`config.mk`:
```
export PLATFORM = sky130hd
export DESIGN_NAME = z80_mailbox
export DESIGN_NICKNAME = d
export VERILOG_FILES = /design/src/rtl/z80_mailbox.sv
export SDC_FILE = /design/constraint.sdc
export NUM_CORES = 1
export LEC_CHECK = 0
export CORE_MARGIN = 1
export CORE_UTILIZATION = 47
export DETAILED_ROUTE_END_ITERATION = 7
export PLACE_DENSITY = 0.83
export SYNTH_ARGS = -nofsm -noshare
export SYNTH_HDL_FRONTEND = slang
export SYNTH_SLANG_ARGS = --single-unit
```
`constraint.sdc`:
```
create_clock -name CLK -period 3.1 [get_ports CLK]
set_clock_uncertainty 0.05 [all_clocks]
set_input_delay 0.62 -clock CLK [delete_from_list [all_inputs] [get_ports CLK]]
set_output_delay 0.62 -clock CLK [all_outputs]
set_load 0.005 [all_outputs]
```
`src/rtl/z80_mailbox.sv`:
```
// z80_mailbox
//   Command/reply mailbox between the 68k host and the Z80 sound CPU.
//   The 68k writes a command byte. This sets CMD_PENDING and, if enabled, raises
//   an NMI to the Z80. The Z80 reads the command at port $00, or clears it by
//   writing port $00. It enables or disables the NMI through port $08/$18 and
//   posts a reply byte through port $0C.
//
// Ports
//   CLK, nRESET         clock; synchronous active-low reset
//   nSDW, M68K_DIN      68k command write strobe (active-low) and command byte
//   nM68K_RRD           68k reply-read strobe (active-low), clears OVERRUN
//   M68K_REPLY          reply byte returned to the 68k
//   nIORQ/nSDRD/nSDWR   Z80 I/O request, read and write strobes (active-low)
//   SDA_L[2:0]          Z80 address bits A4..A2 (SDA_L[0] = A2)
//   SDD_IN / SDD_OUT    Z80 data bus, write and read directions
//   nZ80NMI             NMI to the Z80 (active-low)
//   CMD_PENDING         command written and not yet taken by the Z80
//   OVERRUN             sticky: a command was written over an untaken one
module z80_mailbox (
  input  logic       CLK,
  input  logic       nRESET,
  input  logic       nSDW,
  input  logic [7:0] M68K_DIN,
  output logic [7:0] M68K_REPLY,
  input  logic       nM68K_RRD,
  input  logic       nIORQ,
  input  logic       nSDRD,
  input  logic       nSDWR,
  input  logic [2:0] SDA_L,
  input  logic [7:0] SDD_IN,
  output logic [7:0] SDD_OUT,
  output logic       nZ80NMI,
  output logic       CMD_PENDING,
  output logic       OVERRUN
);

  typedef enum logic [1:0] {NMI_IDLE, NMI_ARM, NMI_ASSERT} nmiState_t;

  // Bit positions of the edge-detected strobes.
  localparam int S_SDW    = 0;
  localparam int S_RRD    = 1;
  localparam int S_CMDRD  = 2;
  localparam int S_CMDCLR = 3;
  localparam int S_NMICFG = 4;
  localparam int S_REPWR  = 5;

  logic       ioRd, ioWr;
  logic [5:0] strobeLvl;    // strobe active this cycle (level)
  logic [5:0] strobePrev;   // level sampled on the previous edge
  logic [5:0] strobeBlock;  // held since reset; must be seen inactive first
  logic [5:0] strobeAct;    // one-cycle action pulse
  logic       cmdTaken;

  logic [7:0] cmd, reply;
  logic       cmdPending, overrun, nmiEn;
  nmiState_t  state, nextState;

  assign ioRd = !nIORQ && !nSDRD;
  assign ioWr = !nIORQ && !nSDWR;

  // SDA_L[1:0] are address bits A3..A2; SDA_L[2] is A4.
  assign strobeLvl[S_SDW]    = !nSDW;
  assign strobeLvl[S_RRD]    = !nM68K_RRD;
  assign strobeLvl[S_CMDRD]  = ioRd && (SDA_L[1:0] == 2'b00);
  assign strobeLvl[S_CMDCLR] = ioWr && (SDA_L[1:0] == 2'b00);
  assign strobeLvl[S_NMICFG] = ioWr && (SDA_L[1:0] == 2'b10);
  assign strobeLvl[S_REPWR]  = ioWr && (SDA_L[1:0] == 2'b11);

  // An action fires on the first active sample only. A strobe that was
  // already active across reset release stays blocked until it goes inactive.
  assign strobeAct = strobeLvl & ~strobePrev & ~strobeBlock;
  assign cmdTaken  = strobeAct[S_CMDRD] || strobeAct[S_CMDCLR];

  // NOTE: sequential state uses non-blocking assignments only, so every
  // register samples the pre-edge values of the others regardless of order.
  always_ff @(posedge CLK) begin
    if (!nRESET) begin
      strobePrev  <= '0;
      strobeBlock <= '1;
      cmd         <= 8'h00;
      reply       <= 8'h00;
      cmdPending  <= 1'b0;
      overrun     <= 1'b0;
      nmiEn       <= 1'b0;
    end else begin
      strobePrev  <= strobeLvl;
      strobeBlock <= strobeBlock & strobeLvl;

      // A 68k write wins over a simultaneous Z80 read or clear.
      if (strobeAct[S_SDW]) begin
        cmd        <= M68K_DIN;
        cmdPending <= 1'b1;
      end else begin
        if (strobeAct[S_CMDCLR]) cmd <= 8'h00;
        if (cmdTaken)            cmdPending <= 1'b0;
      end

      // Setting OVERRUN has priority over a simultaneous reply read.
      if (strobeAct[S_SDW] && cmdPending) overrun <= 1'b1;
      else if (strobeAct[S_RRD])          overrun <= 1'b0;

      if (strobeAct[S_NMICFG]) nmiEn <= !SDA_L[2];
      if (strobeAct[S_REPWR])  reply <= SDD_IN;
    end
  end

  always_ff @(posedge CLK) begin
    if (!nRESET) state <= NMI_IDLE;
    else         state <= nextState;
  end

  // NOTE: nextState is given a default before any branch so that no path
  // leaves it unassigned, which would otherwise infer a latch.
  always_comb begin
    nextState = state;
    if (strobeAct[S_SDW]) begin
      // A new command re-arms from IDLE. It also re-arms when the old command
      // is taken in the same cycle. Otherwise the NMI sequence already under
      // way carries on.
      if (cmdTaken || state == NMI_IDLE) nextState = NMI_ARM;
    end else if (cmdTaken) begin
      nextState = NMI_IDLE;
    end else if (state == NMI_ARM && nmiEn) begin
      nextState = NMI_ASSERT;
    end
  end

  assign nZ80NMI     = (state != NMI_ASSERT);
  assign CMD_PENDING = cmdPending;
  assign OVERRUN     = overrun;
  assign M68K_REPLY  = reply;
  assign SDD_OUT     = strobeLvl[S_CMDRD] ? cmd : 8'hFF;

endmodule

```
After elaboration in Yosys (flattened, before gate mapping)
Index checks and enable logic that the tools add are counted.
Storage, ports and cells
  register bits after elaboration: 33
  latch bits: 0
  memory bits (writable): 0
  ROM bits: 0
  bits of input ports: 26
  output and inout port bits: 19
  word-level logic and storage cells: 52
  memories kept: 0
Operators by class
  add/subtract/negate cells: 0
  multipliers: 0
  divide/modulo/power cells: 0
  order comparisons: 0
  eq/ne operators: 5
  shifts and indexed selects: 0
  mux-type cells: 11
  bitwise operators: 5
  reduce and logical (&&, ||, !) cells: 23
Operators by type and width (count)
  $mux 8: 3
  $and 6x6->6: 3
  $not 6->6: 2
  $logic_and 1x1->1: 8
  $mux 2: 4
  $logic_not 1->1: 6
  $reduce_bool 2->1: 3
  $eq 2x2->1 const B: 2
  $logic_not 2->1: 2
  $mux 1: 4
  $reduce_bool 3->1: 1
  $eq 2x1->1 const B: 1
  $logic_or 1x1->1: 2
  $ne 2x1->1 const B: 1
  $ne 2x2->1 const B: 1
  $reduce_and 2->1: 1

Logic depth before layout (Yosys ltp)
  depth after elaboration: 9
  mapped depth: 4
  depth with buffers taken out: 3

Worst setup path before layout
Ideal clock, no wire load.
  path type: input -> output
  from: in nSDRD
  to: out SDD_OUT[0]
  arrival time: 1393 ps
  required time: 2430 ps
  path slack: 1037 ps
  stages on the path: 3
  buffers on the path: 1
  cell sequence: nor4_1 > buf_2 > nand2b_1
On the way
  word-level cells in the longest chain between the ends: 4
Ends and longest elaborated chain
  from (decl): line 27  | input logic nSDRD,
  $logic_not 1->1: line 58  | assign ioRd = !nIORQ && !nSDRD;
  $logic_and 1x1->1: line 58
  $logic_and 1x1->1: line 64  | assign strobeLvl[S_CMDRD] = ioRd && (SDA_L[1:0] == 2'b00);
  $mux 8: line 132  | assign SDD_OUT = strobeLvl[S_CMDRD] ? cmd : 8'hFF;
  to (decl): line 31  | output logic [7:0] SDD_OUT,
No other way between the ends.

Worst setup path after layout
  from: in nIORQ
  to: out SDD_OUT[1]
On the way
  word-level cells in the longest chain between the ends: 4
Ends and longest elaborated chain
  from (decl): line 26  | input logic nIORQ,
  $logic_not 1->1: line 58
  $logic_and 1x1->1: line 58
  $logic_and 1x1->1: line 64
  $mux 8: line 132
No other way between the ends.

==> results.yml <==
clock_tree:
  cts.repair.resized: 0
  cts.root.buffer_cell: "clkbuf_4"
  clockBufferDepth: 2
  clock_sink_count: 33
  clock_tree.htree_level_count: 2
  postCtsSetupRepairBufs: 0
  cts_hold_buffers_added: 0
  cts_tree: "done"
  clkLatencyLatePin_ps: 330
  reg_clk_slew_reported_paths_ps: 90
  cts-buffers-inserted: 5
placement:
  postPlaceCellArea_um2: 1740
  routabilityCongestion: 0.765
  dp_hpwl_um: 2290
  placed_cells_incl_taps: 215
  preCtsSetupSlack_ps: 259
  portBuffers: 44
timing:
  hold_violations: 0
  worst_slew_margin_rel_pct: 48.5
  grt_setup_unrepaired: "false"
  period_utilization_post_route_pct: 91.4
  setup_viol: 0
  totalNegativeSetupSlack_ps: 0
  timing.hold.ws_ps: 402
  fin_worst_setup_slack_ps: 268
  achievable-frequency_mhz: 353
  tightest_slew_ps: 772
  period_minus_slack_ps: 2830
  final_max_slew_viol_count: 0
grt:
  first_global_vias: 1124
  track_usage_pct: 22.5
  grt_start_max_net_pins: 25
  gr-total-overflow: 0
  grt_antenna_before_repair: 0
  grt_pass1_wl_um: 4620
layout:
  mostFrequentLayoutCells: "44 x clkdlybuf4s50_1, 33 x dfxtp_1, 19 x nand2_1"
  layoutNonFillerInstCount: 223
  postLayoutCoreUtil_pct: 70.5
  finalNetCount: 218
  layout.cells.most_common: "clkdlybuf4s50_1"
  share_of_final_layout_standard_cells_stronger_than_drive_strength_1_pct: 6.22
  area_delta_synth_final_pct: 38.0
  multi_input_gate_area_um2: 567
  diodes: 0
  fillers: 220
  finalInstanceArea_um2: 1790
  area.sequential_um2: 661
routing:
  drc: 0
  postRouteWirelength_um: 3090
  detail_route.vias_per_cell: 5.52
  via_count_of_the_routed_design: 1232
  wire_per_inst_um: 13.9
  drt.antenna.violating_nets: 0
  drt_pass1_iterations: 4
  dr.first_iter.drc_count: 22
synthesis:
  synth.yosys.seq_area_share_pct: 50.8
  synth.net_count: 176
  post_synth.cell_area_avg_um2: 8.67
  synth-seq-cells: 33
  synth-warning-count: 0
  synthesis.area_um2: 1300
  syn_inst: 150
  post-synth-top-area-fraction_pct: 50.8
  synth.largest_area_cell: "dfxtp_1"
  area_contributors_post_synth: "dfxtp_1 51%, a21oi_1 6.9%, nand2_1 5.5%"
  yosysUniqueCellTypes: 31
power:
  power.ir.vdd_worst_mv: 0.377
  power_per_cell_area_nw_per_um2: 425
  totalPowerFinal_mw: 0.762
  power_leakage_nw: 0.627
worst_setup_path:
  critical_path.endpoint_type: "output port"
  rrSetupSlack_ps: 1760
  critPathMaxFanout: 13
  critical_path.endpoint: "SDD_OUT[1]"
  reg2reg_launch_point: "strobeBlock[0]$_SDFF_PN1_"
  worst_setup_path_startpoint: "nIORQ"
  worstRegToRegCells: 3
  crit_required_ps: 2430
  critical_path_arrival_ps: 2160
  worstReg2RegEnd: "state[1]$_SDFFE_PN0P_"
  criticalPathCategory: "in -> out"
  critical_path.startpoint_type: "input pin"
die:
  io_pins: 45
  starting_density_of_the_core_pct: 51.1
  floorplan.die_area_um2: 2980
  floorplan.core_area_um2: 2540
  die_w_um: 54.6
  fp.dieH_um: 54.6
  fp-row-count: 18
flow_run:
  max_cap_viol_count: 0
hold_path:
  hold_path.class: "reg -> reg"
outcome:
  status: "finished, final reports clean"
-- power breakdown --
group | internal [mW] | switching [mW]
registers | 0.438 | 0.00917
clock network | 0.0862 | 0.138
logic | 0.0515 | 0.0388
total | 0.576 | 0.186
-- area by class of cell --
type                            count  area share, %
Timing Repair Buffer               46           25.4
Multi-Input combinational cell    100           31.6
Tap cell                           30           2.09
Inverter                            6           1.26
Clock inverter                      2          0.558
Sequential cell                    33           36.8
Clock buffer                        6           2.30
-- kinds of logic (layout without fill, tap and decap cells) --
kind of cell / after synthesis / after routing / synth area share [%]
AO/OA/AOI/OAI: 45 / 45 / 21.7
AND/OR/NAND/NOR: 55 / 55 / 21.9
flip-flops: 33 / 33 / 50.8
buffers and inverters: 17 / 60 / 5.58
-- sequential cells by signal, summed over array words and instances, names as in the netlist --
name         flops
cmd              8
strobeBlock      6
state            2
CMD_PENDING      1
OVERRUN          1
strobePrev       6
M68K_REPLY       8
nmiEn            1
-- synth_stat cells (all sizes together) --
master	n
a31oi	1
inv	6
a211oi	1
dfxtp	33
nor4	2
or2	1
buf	2
nand2	19
o31ai	1
clkbuf	9
a311oi	1
nor3b	1
and4bb	1
o311ai	8
nor3	1
a21oi	18
and2	2
nand4bb	1
a221oi	2
or4	1
nand3	8
or3	1
o2bb2ai	1
nand2b	8
o21a	1
nor2	8
o21ai	10
a22oi	1
nor4b	1
-- metal layers --
layer / GRT usage [%] / part of all wire (%) / vias up
met5: 0 / 0 / -
met3: 8.33 / 7.3 / 7
met2: 40.0 / 51 / 46
met4: 8.97 / 1.9 / 0
li1: - / - / 613
met1: 23.6 / 39 / 566
-- how the worst min path moves through the flow --
stage | startpoint | endpoint | slack [ps] | cells past startpoint
final | strobeBlock[4]$_SDFF_PN1_ | strobeBlock[4]$_SDFF_PN1_ | 400 | 2
after detailed placement | strobeBlock[4]$_SDFF_PN1_ | strobeBlock[4]$_SDFF_PN1_ | 390 | 2
after CTS | strobeBlock[4]$_SDFF_PN1_ | strobeBlock[4]$_SDFF_PN1_ | 410 | 2
after global placement | strobeBlock[4]$_SDFF_PN1_ | strobeBlock[4]$_SDFF_PN1_ | 380 | 2
after floorplan | strobeBlock[2]$_SDFF_PN1_ | strobeBlock[2]$_SDFF_PN1_ | 370 | 2
after global routing | strobeBlock[1]$_SDFF_PN1_ | strobeBlock[1]$_SDFF_PN1_ | 420 | 2
-- worst max-delay path, stage by stage --
cell and delay (ps):
clkdlybuf4s50_1 480, nor4_1 290, buf_4 230, nand2b_1 80
clkdlybuf4s50_1 450
(Power assumes the default switching activity.)
